==> src/rtl/ysyx_22041412_seq_ctrl_pkg.sv <==
// Shared encodings for the multi-cycle sequencer: FSM states, branch func3 codes,
// error codes and the default reset PC.
package ysyx_22041412_seq_ctrl_pkg;

    typedef enum logic [2:0] {
        StFetch  = 3'd0,
        StDecode = 3'd1,
        StExec   = 3'd2,
        StMulw   = 3'd3,
        StMem    = 3'd4,
        StWb     = 3'd5,
        StHalt   = 3'd6
    } state_e;

    localparam logic [2:0] F3Beq  = 3'b000;
    localparam logic [2:0] F3Bne  = 3'b001;
    localparam logic [2:0] F3Blt  = 3'b100;
    localparam logic [2:0] F3Bge  = 3'b101;
    localparam logic [2:0] F3Bltu = 3'b110;
    localparam logic [2:0] F3Bgeu = 3'b111;

    localparam logic [1:0] ErrNone  = 2'd0;
    localparam logic [1:0] ErrImem  = 2'd1;
    localparam logic [1:0] ErrWait  = 2'd2;
    localparam logic [1:0] ErrAlign = 2'd3;

    localparam logic [63:0] DefaultResetPc = 64'h0000_0000_8000_0000;

    function automatic logic is_misaligned(input logic [1:0] lsb);
        return lsb != 2'b00;
    endfunction

endpackage

==> src/rtl/ysyx_22041412_br_cmp.sv <==
// Branch resolution and next-PC selection; purely combinational.
module ysyx_22041412_br_cmp
    import ysyx_22041412_seq_ctrl_pkg::*;
#(
    parameter int unsigned XLEN = 64
) (
    input  logic [2:0]      func3,
    input  logic            is_branch,
    input  logic            is_jal,
    input  logic            is_jalr,
    input  logic [XLEN-1:0] pc,
    input  logic [XLEN-1:0] rs1_val,
    input  logic [XLEN-1:0] rs2_val,
    input  logic [XLEN-1:0] imm,
    output logic [XLEN-1:0] dnpc
);

    logic            eq;
    logic            lt_s;
    logic            lt_u;
    logic            taken;
    logic [XLEN-1:0] jalr_sum;

    // Relational compares only; no subtract-and-test-sign path.
    assign eq   = rs1_val == rs2_val;
    assign lt_s = $signed(rs1_val) < $signed(rs2_val);
    assign lt_u = rs1_val < rs2_val;

    always_comb begin
        taken = 1'b0;
        case (func3)
            F3Beq:   taken = eq;
            F3Bne:   taken = ~eq;
            F3Blt:   taken = lt_s;
            F3Bge:   taken = ~lt_s;
            F3Bltu:  taken = lt_u;
            F3Bgeu:  taken = ~lt_u;
            default: taken = 1'b0;
        endcase
    end

    assign jalr_sum = rs1_val + imm;

    always_comb begin
        dnpc = pc + XLEN'(4);
        if (is_jalr) begin
            dnpc = {jalr_sum[XLEN-1:1], 1'b0};
        end else if (is_jal || (is_branch && taken)) begin
            dnpc = pc + imm;
        end
    end

endmodule

==> src/rtl/ysyx_22041412_seq_ctrl.sv <==
// Multi-cycle fetch/decode/execute/memory/writeback sequencer with handshake
// watchdog, misaligned-target trap and a sticky halt state.
module ysyx_22041412_seq_ctrl
    import ysyx_22041412_seq_ctrl_pkg::*;
#(
    parameter int unsigned     XLEN     = 64,
    parameter logic [XLEN-1:0] RESET_PC = DefaultResetPc[XLEN-1:0],
    parameter int unsigned     WAIT_W   = 8,
    parameter int unsigned     TIMEOUT  = 255
) (
    input  logic            clk,
    input  logic            rst,
    output logic            imem_req,
    output logic [XLEN-1:0] imem_addr,
    input  logic            imem_ready,
    input  logic [31:0]     imem_inst,
    output logic [31:0]     ir,
    input  logic            is_branch,
    input  logic            is_jal,
    input  logic            is_jalr,
    input  logic            is_load,
    input  logic            is_store,
    input  logic            is_mul,
    input  logic            is_ebreak,
    input  logic            rd_wen,
    input  logic [2:0]      func3,
    input  logic [XLEN-1:0] rs1_val,
    input  logic [XLEN-1:0] rs2_val,
    input  logic [XLEN-1:0] imm,
    output logic            dmem_req,
    output logic            dmem_we,
    input  logic            dmem_ready,
    output logic            mul_start,
    input  logic            mul_done,
    output logic            reg_we,
    output logic [XLEN-1:0] pc,
    output logic [XLEN-1:0] dnpc,
    output logic            commit,
    output logic            halted,
    output logic [1:0]      err
);

    state_e            state_q, state_d;
    logic [XLEN-1:0]   pc_q, pc_d;
    logic [31:0]       ir_q, ir_d;
    logic [WAIT_W-1:0] wait_q, wait_d;
    logic [1:0]        err_q, err_d;

    logic imem_req_c, dmem_req_c, dmem_we_c, mul_start_c, reg_we_c, commit_c;
    logic wait_hit;

    ysyx_22041412_br_cmp #(
        .XLEN(XLEN)
    ) u_br_cmp (
        .func3    (func3),
        .is_branch(is_branch),
        .is_jal   (is_jal),
        .is_jalr  (is_jalr),
        .pc       (pc_q),
        .rs1_val  (rs1_val),
        .rs2_val  (rs2_val),
        .imm      (imm),
        .dnpc     (dnpc)
    );

    // Final wait cycle: a handshake landing here still completes normally.
    assign wait_hit = wait_q == WAIT_W'(TIMEOUT - 1);

    always_comb begin
        state_d     = state_q;
        pc_d        = pc_q;
        ir_d        = ir_q;
        wait_d      = wait_q;
        err_d       = err_q;
        imem_req_c  = 1'b0;
        dmem_req_c  = 1'b0;
        dmem_we_c   = 1'b0;
        mul_start_c = 1'b0;
        reg_we_c    = 1'b0;
        commit_c    = 1'b0;

        case (state_q)
            StFetch: begin
                imem_req_c = 1'b1;
                if (imem_ready) begin
                    ir_d    = imem_inst;
                    state_d = StDecode;
                end else if (wait_hit) begin
                    err_d   = ErrImem;
                    state_d = StHalt;
                end else begin
                    wait_d = wait_q + WAIT_W'(1);
                end
            end
            StDecode: state_d = StExec;
            StExec: begin
                if (is_ebreak) begin
                    commit_c = 1'b1;
                    err_d    = ErrNone;
                    state_d  = StHalt;
                end else if (is_mul) begin
                    mul_start_c = 1'b1;
                    wait_d      = '0;
                    state_d     = StMulw;
                end else if (is_load || is_store) begin
                    wait_d  = '0;
                    state_d = StMem;
                end else begin
                    state_d = StWb;
                end
            end
            StMulw: begin
                if (mul_done) begin
                    state_d = StWb;
                end else if (wait_hit) begin
                    err_d   = ErrWait;
                    state_d = StHalt;
                end else begin
                    wait_d = wait_q + WAIT_W'(1);
                end
            end
            StMem: begin
                dmem_req_c = 1'b1;
                dmem_we_c  = is_store;
                if (dmem_ready) begin
                    state_d = StWb;
                end else if (wait_hit) begin
                    err_d   = ErrWait;
                    state_d = StHalt;
                end else begin
                    wait_d = wait_q + WAIT_W'(1);
                end
            end
            StWb: begin
                // A misaligned target traps without retiring or writing rd.
                if (is_misaligned(dnpc[1:0])) begin
                    err_d   = ErrAlign;
                    state_d = StHalt;
                end else begin
                    reg_we_c = rd_wen & ~is_store & ~is_branch;
                    commit_c = 1'b1;
                    pc_d     = dnpc;
                    wait_d   = '0;
                    state_d  = StFetch;
                end
            end
            StHalt: state_d = StHalt;
            default: state_d = StHalt;
        endcase
    end

    always_ff @(posedge clk) begin
        if (rst) begin
            state_q <= StFetch;
            pc_q    <= RESET_PC;
            ir_q    <= '0;
            wait_q  <= '0;
            err_q   <= ErrNone;
        end else begin
            state_q <= state_d;
            pc_q    <= pc_d;
            ir_q    <= ir_d;
            wait_q  <= wait_d;
            err_q   <= err_d;
        end
    end

    // Requests and pulses are dropped while reset is held.
    assign imem_req  = imem_req_c & ~rst;
    assign dmem_req  = dmem_req_c & ~rst;
    assign dmem_we   = dmem_we_c & ~rst;
    assign mul_start = mul_start_c & ~rst;
    assign reg_we    = reg_we_c & ~rst;
    assign commit    = commit_c & ~rst;

    assign imem_addr = pc_q;
    assign pc        = pc_q;
    assign ir        = ir_q;
    assign halted    = state_q == StHalt;
    assign err       = err_q;

endmodule

==> config.mk <==
export PLATFORM = sky130hd
export DESIGN_NAME = ysyx_22041412_seq_ctrl
export DESIGN_NICKNAME = d
export VERILOG_FILES = /design/src/rtl/ysyx_22041412_seq_ctrl_pkg.sv /design/src/rtl/ysyx_22041412_br_cmp.sv /design/src/rtl/ysyx_22041412_seq_ctrl.sv
export SDC_FILE = /design/constraint.sdc
export NUM_CORES = 1
export LEC_CHECK = 0
export CAP_MARGIN = 20
export CORE_MARGIN = 3
export CORE_UTILIZATION = 40
export CTS_BUF_LIST = sky130_fd_sc_hd__clkbuf_2 sky130_fd_sc_hd__clkbuf_4 sky130_fd_sc_hd__clkbuf_8
export DETAILED_ROUTE_END_ITERATION = 10
export PLACE_DENSITY = 0.69
export SKIP_LAST_GASP = 1
export SYNTH_ARGS = -nofsm -noshare
export SYNTH_HDL_FRONTEND = slang
export SYNTH_SLANG_ARGS = --single-unit
==> constraint.sdc <==
create_clock -name clk -period 3.6 [get_ports clk]
set_clock_uncertainty 0.15 [all_clocks]
set_input_delay 0.36 -clock clk [delete_from_list [all_inputs] [get_ports clk]]
set_output_delay 0.36 -clock clk [all_outputs]
set_load 0.05 [all_outputs]
==> flow_metrics.py <==
metrics = {
    "synthesis": {
        "async_flop_share_pct": 0,
        "syn-num-nets": 2808,
        "ys_warn_count": 0,
        "synth_edf_count": 0,
        "synth.avg_cell_area_sq_um": 7.14,
        "syn-cell-area_sq_um": 17000,
        "ys_types": 96,
        "synthFlopType": "dfxtp_1",
        "synthCells": 2374,
        "yosysSeqAreaShare_pct": 12.9,
        "ys_seq_elements": 109,
    },
    "route": {
        "drtPass1Iterations": 5,
        "wirelength_mm": 89.1,
        "drc": 0,
        "dr_total_vias": 23300,
        "post_drt_wl_per_cell_um": 22.0,
        "drtIter0Drc": 1822,
        "antenna_left": 0,
        "vias_per_cell": 5.75,
    },
    "setup_path": {
        "endpoint_kind": "output pin",
        "worst_ep_arrival_time_ns": 3.82,
        "regToRegSetupSlack_ns": 0.01,
        "rr_worst_depth": 16,
        "setup.worst_path.class": "input pin to output pin",
        "start_kind": "input pin",
        "cp_max_fo": 3,
        "required_ns": 3.09,
    },
    "sta": {
        "finalMaxSlewViolations": 0,
        "finalSetupViolCount": 138,
        "clock.fmax_ghz": 0.231,
        "worst_slew_pin_slew_ns": 0.997,
        "layout_min_cycle_time_ns": 4.33,
        "rsz0062_at_grt": "true",
        "tns_ns": -52.57,
        "finalHoldViolCount": 0,
        "worst_slack_ns": -0.726,
        "max_slew_margin_pct": 33.3,
        "timing.final.crit_share_pct": 120,
    },
    "run_status": {
        "violations": "setup timing",
        "status": "finished with violations",
    },
    "clocking": {
        "insertion_delay_ns": 0.45,
        "cts_buffer_depth": 2,
        "tritoncts": "yes",
        "tritoncts.num_buffers": 9,
        "cts_root_buf": "clkbuf_8",
        "clk_pin_slew_ns": 0.15,
        "cts-hold-fix-buffers": 0,
        "numClockSinks": 109,
        "cts_max_level": 3,
    },
    "floorplan": {
        "initial_utilization_pct": 41.0,
        "rows": 74,
        "dieWidth_um": 212,
        "die_area_sq_um": 44900,
        "ios": 473,
        "coreArea_sq_um": 41400,
        "dieHeight_um": 212,
    },
    "global_route": {
        "overflow": 0,
        "grt_pass1_vias": 23100,
        "antenna_found_initial": 2,
        "grt_pass1_wl_mm": 131,
        "grtUsageTotal_pct": 37.0,
        "grt_max_degree": 71,
    },
    "cells_and_area": {
        "final_layout_size_suffix_gt1_share_pct": 43.0,
        "nNetsFinal": 3943,
        "syn_to_final_growth_pct": 88.0,
        "final_cells": 4048,
        "fill_cells": 3003,
    },
    "placed_design": {
        "gp_congestion": 1.00,
        "port_buffers": 472,
        "place_inst": 3904,
        "post-dp-hpwl_mm": 69.0,
        "pre_cts_ws_ns": -1.47,
    },
    "power_and_ir_drop": {
        "peakVddDrop_mv": 0.242,
        "p_leak_nw": 14.4,
        "powerDensity_nw_per_um2": 263,
    },
    "worst_hold_path": {
        "hold_path_class": "input pin to flip-flop",
        "whs_path_depth": 2,
    },
    "job": {
        "maxCapViolations": 0,
    },
}
## worst max-delay path, stage by stage
cell and delay (ns):
buf_8 0.10, ha_4 0.23, nor2b_4 0.12, o211ai_1 0.46, a2111oi_4 0.17, o41ai_4 0.38
a41o_4 0.32, buf_6 0.12, a21oi_4 0.06, buf_6 0.13, nor3_4 0.21, buf_12 0.14
buf_8 0.12, buf_6 0.12, mux2_4 0.29, a211o_1 0.30, buf_6 0.16
## flip-flops by register name, indices dropped and copies added, names as in the netlist
register / cells
err: 2
state_q: 3
wait_q: 8
ir: 32
imem_addr: 64
## power by group
| part | internal (W) | total [W] | switching (W) |
|---|---|---|---|
| registers | 0.00133 | 0.00147 | 0.000135 |
| logic | 0.00271 | 0.00603 | 0.00331 |
| clock network | 0.000291 | 0.000900 | 0.000610 |
## layout by cell type (no fill, tap or decap), types with 52 or more instances in the layout
cell and count:
buf_4 767, nand2_1 257, clkdlybuf4s50_1 235, a21oi_1 197, nor2_1 138, o21ai_0 100
ha_4 97, ha_1 94, xnor2_1 82, nand4_1 78, a21o_1 75, buf_12 70
xor2_1 69, dfxtp_1 67, dlygate4sd2_1 67, nand3_1 59, inv_1 59, inv_2 52
## logic make-up (layout without fill, tap and decap cells)
kind of cell | after synthesis | after routing | synth area share, %
flops | 109 | 109 | 12.9
buf+inv | 292 | 1432 | 8.39
compound gates | 768 | 768 | 30.4
simple gates | 810 | 810 | 23.2
mux | 39 | 39 | 2.37
other cells | 0 | 2 | 0
fa+ha+maj | 194 | 194 | 14.4
xor+xnor | 162 | 162 | 8.37
## timing repair
item                                    in CTS  in global routing
pin swaps                                  166                112
setup buffers                               83                 49
endpoints found under the setup margin     142                142
gates resized for setup                    586                307
gates cloned                                 3                  0
## through the flow
stage | util [%] | total power [W] | area [sq um] | hold WS (ns)
after detailed placement | 66.7 | 0.00670 | 27600 | 0.298
after global placement | 66.7 | 0.00663 | 27600 | 0.293
after CTS | 74.4 | 0.00807 | 30800 | 0.228
final | 77.0 | 0.00839 | 31900 | 0.280
after floorplan | - | 0.00428 | 17300 | 0.283
after global routing | 77.0 | 0.00877 | 31900 | 0.294
## synthesized netlist by cell type, drive strengths merged, types with 72 or more instances
| cell | count | area [sq um] |
|---|---|---|
| a21o | 76 | 571 |
| buf | 100 | 701 |
| clkbuf | 79 | 298 |
| dfxtp | 109 | 2180 |
| xor2 | 72 | 631 |
| nand2 | 288 | 1080 |
| nand4 | 79 | 500 |
| a21oi | 240 | 1200 |
| ha | 192 | 2400 |
| inv | 113 | 424 |
| nor2 | 156 | 588 |
| xnor2 | 90 | 788 |
| o21ai | 145 | 729 |
## final cells by class
type / count / area (sq um) / share of cell area, %
Antenna cell: 2 / 5.00 / 0.0157
Clock buffer: 9 / 124 / 0.389
Clock inverter: 7 / 98.8 / 0.310
Inverter: 113 / 427 / 1.34
Multi-Input combinational cell: 1973 / 16600 / 52.0
Sequential cell: 109 / 2260 / 7.10
Tap cell: 532 / 666 / 2.09
Timing Repair Buffer: 1303 / 11700 / 36.8
## layer usage
layer / routed length [um] / vias to the layer above / part of all wire, % / track usage [%]
met1: 36100 / 11100 / 41 / 46.5
met3: 5660 / 219 / 6.4 / 4.48
li1: - / 10900 / - / -
met4: 4370 / 2 / 4.9 / 15.0
met5: 17 / - / 0.019 / 0
met2: 42900 / 995 / 48 / 64.4
## final timing paths
kind,end,startpoint
min,imem_addr[44],rst
max,dnpc[59],rs1_val[1]
max reg2reg,imem_addr[48],imem_addr[20]
min reg2reg,ir[0],ir[0]
No activity file was read; power rests on OpenSTA's default activity.
==> RTL edit 1, RTL diff (same settings) <==
Encoding of `state_e`: now one-hot (7 bits for 7 states).
--- a/src/rtl/ysyx_22041412_seq_ctrl_pkg.sv
+++ b/src/rtl/ysyx_22041412_seq_ctrl_pkg.sv
@@ -4,10 +4,10 @@
 
-    typedef enum logic [2:0] {
-        StFetch  = 3'd0,
-        StDecode = 3'd1,
-        StExec   = 3'd2,
-        StMulw   = 3'd3,
-        StMem    = 3'd4,
-        StWb     = 3'd5,
-        StHalt   = 3'd6
+    typedef enum logic [6:0] {
+        StFetch  = 7'b0000001,
+        StDecode = 7'b0000010,
+        StExec   = 7'b0000100,
+        StMulw   = 7'b0001000,
+        StMem    = 7'b0010000,
+        StWb     = 7'b0100000,
+        StHalt   = 7'b1000000
     } state_e;
Behaviour: no difference found for any inputs over 4 cycles, from zero or initial values and one cycle with rst high; so few cycles prove little.
==> RTL edit 1 against the original RTL <==
The flow still finishes with violations (setup timing); worst hold slack got worse by 0.14 ns; synthesized area fell by 2.0%; core utilization rose by 4.0 points; cell count rose by 1.5%; wire length rose by 7.1%; design area rose by 4.0%; power fell by 13%; worst setup slack got worse by 0.064 ns; register-to-register slack got worse by 0.32 ns; global-route usage rose by 2.4 points; sequential cell count rose by 4; critical path type unchanged; critical endpoint is now dnpc[6]; highest routed layer is now met4.
==> RTL edit 1: results (changes against the original RTL) <==
metric,value,unit,change
Setup WS post-layout,-0.790,ns,-0.0640 ns
largest net degree at the start of global routing,79,,+11%
first-pass GRT wire length,137000,um,+5.0%
Detailed Route WL,95400,um,+7.1%
drt first pass iters,9,,+4
crit-path max cell delay,0.28,ns,-0.18 ns
dominant cells by area after synthesis,"ha_1, dfxtp_1, a21oi_1",,
setup violators final,140,,+1.4%
Placed Area,27900,sq um,+1.1%
outcome,finished with violations,,
top post-synthesis cells by count,"nand2_1, a21oi_1, ha_1",,
Compound-Gate Fraction of Synth Area,26.0,%,-4.4 points
multiplexer share of the synthesized area,4.90,%,+2.5 points
fraction of layout cells with a size suffix above 1,47.2,%,+4.2 points
"Seq/Total Area, Yosys",13.6,%,+0.75 points
"setup slack, reg-to-reg",-0.31,ns,-0.32 ns
Clock Latency Late Sink,0.49,ns,+0.04 ns
Worst Hold End,imem_addr[56]$_SDFFE_PP0N_,,
vias per cell,5.94,,+3.2%
failing checks,setup timing,,
Worst Setup EP,dnpc[6],,
antenna violations before repair,3,,+1
RR Endpoint,imem_addr[61]$_SDFFE_PP0N_,,
cells after synthesis,2339,,-1.5%
crit-path leading delay family,buffers and inverters,,
"CTS clk-pin slew, worst paths",0.08,ns,-0.07 ns
met2 GRT Util,70.0,%,+5.6 points
slowest CP cell,nor4_4,,
routed wl met3,6550,um,+16%
H-tree Lvls,4,,+1
Setup TNS,-77.81,ns,-25.23 ns
Placer Congestion,0.991,,-1.1%
reg-to-reg startpoint,imem_addr[1]$_SDFFE_PP0N_,,
WHS,0.139,ns,-0.141 ns
CTS buffer count,17,,+8
Peak VDD IR,0.232,mV,-4.1%
Initial DRC Count,1985,,+8.9%
crit path DAT,3.88,ns,+0.06 ns
met3 usage,6.86,%,+2.4 points
Routed met2 length,46900,um,+9.3%
Leak Pwr,14.9,nW,+4.0%
DP Wirelength,68200,um,-1.2%
pre-CTS setup slack,-1.35,ns,+0.128 ns
"critical path fanouts, max",6,,+3
GR Layer Usage met1,44.3,%,-2.2 points
Routed WL per cell,23.2,um,+5.6%
Worst slew margin,32.7,%,-0.66 points
synthesized-area fraction occupied by adder cells,14.7,%,+0.30 points
crit path from,rs2_val[54],,
==> RTL edit 1: cell count changes after synthesis, moves of 8 or more <==
cell,unedited run,this run
mux2i_1,30,78
nor2_1,155,191
o21ba_2,26,1
o21ai_0,136,115
xnor2_1,90,110
nand4_1,78,63
buf_2,23,10
a21o_1,76,64
o21a_1,28,16
a211oi_1,15,24
xor2_1,72,63
nor4_1,18,10
==> RTL edit 1: kinds of logic (layout without fill, tap and decap cells) <==
| kind of cell | Yosys count | count (layout) |
|---|---|---|
| AOI/OAI and AO/OA | 668 | 668 |
| xor gates and xnor gates | 173 | 173 |
| adders and majority gates | 194 | 194 |
| buffers and inverters | 280 | 1511 |
| DFF | 113 | 113 |
| muxes | 81 | 81 |
| other | 0 | 5 |
| and+or+nand+nor | 830 | 830 |
==> RTL edit 1: where the power goes <==
part | switching [mW] | internal (mW) | total [mW]
registers | 0.0216 | 1.27 | 1.29
clock network | 0.692 | 0.710 | 1.40
logic | 2.41 | 2.22 | 4.63
total | 3.13 | 4.20 | 7.32
==> RTL edit 1: layout make-up <==
| class | count | area, sq um | area share (%) |
|---|---|---|---|
| Inverter | 116 | 460 | 1.39 |
| Clock inverter | 12 | 158 | 0.476 |
| Tap cell | 532 | 666 | 2.01 |
| Antenna cell | 5 | 12.5 | 0.0377 |
| Clock buffer | 19 | 255 | 0.770 |
| Sequential cell | 113 | 2350 | 7.10 |
| Multi-Input combinational cell | 1946 | 16900 | 51.0 |
| Timing Repair Buffer | 1364 | 12300 | 37.2 |
==> RTL edit 1: repair_timing <==
| action | 4_1_cts | 5_1_grt |
|---|---|---|
| gates resized for setup | 940 | 292 |
| buffers inserted | 125 | 68 |
| pin swaps | 237 | 171 |
| gates cloned | 14 | 1 |
| setup endpoints to repair | 142 | 140 |
==> RTL edit 2, RTL diff (same flow settings) <==
Without the edit above. Change the parameter `WAIT_W` from 8 to 10.
--- a/src/rtl/ysyx_22041412_seq_ctrl.sv
+++ b/src/rtl/ysyx_22041412_seq_ctrl.sv
@@ -7,3 +7,3 @@
     parameter logic [XLEN-1:0] RESET_PC = DefaultResetPc[XLEN-1:0],
-    parameter int unsigned     WAIT_W   = 8,
+    parameter int unsigned     WAIT_W   = 10,
     parameter int unsigned     TIMEOUT  = 255
Function: same outputs for any inputs over 4 cycles, from zero or initial values and one cycle with rst high; that may be too few to reach the edited logic, so the function may still have changed.
==> RTL edit 2 against the original RTL <==
The run still ends with setup timing left; design area is 0.60% lower; power shrank 1.2%; register-to-register slack got worse by 0.21 ns; worst setup slack improved by 0.011 ns; synthesized area fell by 3.8%; sequential cell count increased by 2; critical path depth fell by 2; non-clock buffer count shrank 25; wire length is essentially flat.
==> RTL edit 2: results (changes against the original RTL) <==
metric,value,unit,change
Max Root-Sink Buffers,2,,unchanged
largest net degree at the start of global routing,67,,-5.6%
"CTS clk-pin slew, worst paths",0.15,ns,about the same
dpl cells,3828,,-1.9%
top post-synthesis cells by count,"nand2_1, a21oi_1, ha_1",,
crit path DAT,3.80,ns,-0.02 ns
"Seq/Total Area, Yosys",13.6,%,+0.75 points
clock group share of total power,10.8,%,
drt first pass iters,9,,+4
Buffers on Ports,472,,unchanged
routed via count,23154,,-0.54%
Internal Power,4.33,mW,-0.24%
CTS buffer count,9,,unchanged
max_cap viols,0,,unchanged
Total GRT Usage,38.0,%,+0.99 points
Clock Latency Late Sink,0.44,ns,
Routed WL per cell,22.5,um,+2.1%
fin cells,3967,,-2.0%
syn_area_per_cell,7.06,sq um,-1.1%
setup violators final,140,,+1.4%
Placer Congestion,1.02,,+2.0%
Peak VDD IR,0.209,mV,-14%
CTS root buf,clkbuf_8,,
Cell variety after synth,74,,-23%
combinational group power,5.93,mW,-2%
"critical path fanouts, max",5,,+2
Post-Synthesis Net Count,2744,,-2.3%
Leak Pwr,13.8,nW,-4.2%
HP Class,in -> reg,,
outcome,finished with violations,,
first-pass GRT wire length,132000,um,+0.96%
Setup WS post-layout,-0.715,ns,+0.0114 ns
nets@finish,3868,,-1.9%
GR Layer Usage met1,47.3,%,+0.72 points
Initial DRC Count,2102,,+15%
worst-margin pin slew,0.964,ns,-0.0335 ns
synth warn,0,,unchanged
H-tree Lvls,3,,unchanged
P_sw,3.96,mW,-2.3%
failing checks,setup timing,,
DP Wirelength,67300,um,-2.5%
dominant cells by area after synthesis,"ha_1, dfxtp_1, a21oi_1",,
max reg flops,64,,unchanged
met3 usage,8.64,%,+4.2 points
met2 GRT Util,63.7,%,-0.76 points
predominant post-synthesis flop cell,dfxtp_1,,
fraction of layout cells with a size suffix above 1,43.7,%,+0.68 points
async set or reset register ratio after synthesis,0,%,unchanged
antenna violations before repair,5,,+3
==> RTL edit 2: cell count changes in the layout (fill, tap and decap cells not counted), moves of 13 or more <==
cell	delta
buf_6	+29
buf_2	+25
o21ai_0	-20
a21oi_4	+13
dlymetal6s2s_1	-24
a21o_1	-13
a31oi_1	-16
o21ba_2	-21
buf_4	-36
clkbuf_2	-46
mux2i_1	+21
nor2_1	+16
o21a_1	+28
nand4_1	-18
==> RTL edit 2: worst paths after layout <==
check | from | endpoint | slack [ns] | depth (start not counted)
max | rs1_val[16] | commit | -0.71 | 15
min | rst | imem_addr[18]$_SDFFE_PP0N_ | 0.28 | 2
max reg2reg | imem_addr[0]$_SDFFE_PP0N_ | imem_addr[54]$_SDFFE_PP0N_ | -0.20 | 18
min reg2reg | ir[23]$_SDFFE_PP0P_ | ir[23]$_SDFFE_PP0P_ | 0.32 | 2
==> RTL edit 2: logic make-up after synthesis <==
kind of cell / count (synthesis) / share of synthesized area (%)
buffers and inverters: 289 / 8.35
AOI/OAI and AO/OA: 734 / 28.9
DFF: 111 / 13.6
adders and majority gates: 194 / 15.0
and+or+nand+nor: 758 / 21.7
xor gates and xnor gates: 167 / 8.96
muxes: 57 / 3.55
==> RTL edit 2: layer usage <==
| layer | vias to the layer above | wire length (um) |
|---|---|---|
| met5 | - | 21 |
| met1 | 10995 | 34700 |
| met2 | 1279 | 41600 |
| li1 | 10589 | - |
| met3 | 287 | 8640 |
| met4 | 4 | 4150 |
==> RTL edit 2: timing repair <==
item,in CTS,in global routing
buffers inserted,85,43
pin swaps,210,120
cloned,9,1
setup endpoints to repair,144,144
hold buffers,0,0
gates resized for setup,810,208
==> RTL edit 2: final cells by class <==
cell class	instances	area, sq um
multi-input combinational	1910	16200
timing repair buffer	1278	11800
fill	2695	8330
sequential	111	2290
tap	525	657
inverter	124	498
clock buffer	9	124
clock inverter	7	86.3
antenna	3	7.51
==> RTL edit 2: critical path, cell delays in order <==
cell      delay (ns)
buf_6           0.09
buf_6           0.11
ha_4            0.14
a21o_1          0.18
a221o_1         0.39
a221oi_4        0.40
buf_6           0.17
nor2_4          0.04
a211oi_4        0.25
a211oi_2        0.14
or3_4           0.47
o311a_4         0.35
or3_4           0.37
a21oi_4         0.18
buf_12          0.16
==> RTL edit 2: stage by stage <==
stage / setup slack, ns / TNS [ns] / area (sq um)
floorplan: -0.466 / -3.69 / 17300
global placement: -1.18 / -140.33 / 27500
detailed placement: -1.24 / -147.58 / 27500
CTS: -0.616 / -46.08 / 30600
global route: -0.771 / -64.74 / 31700
finish: -0.715 / -56.85 / 31700
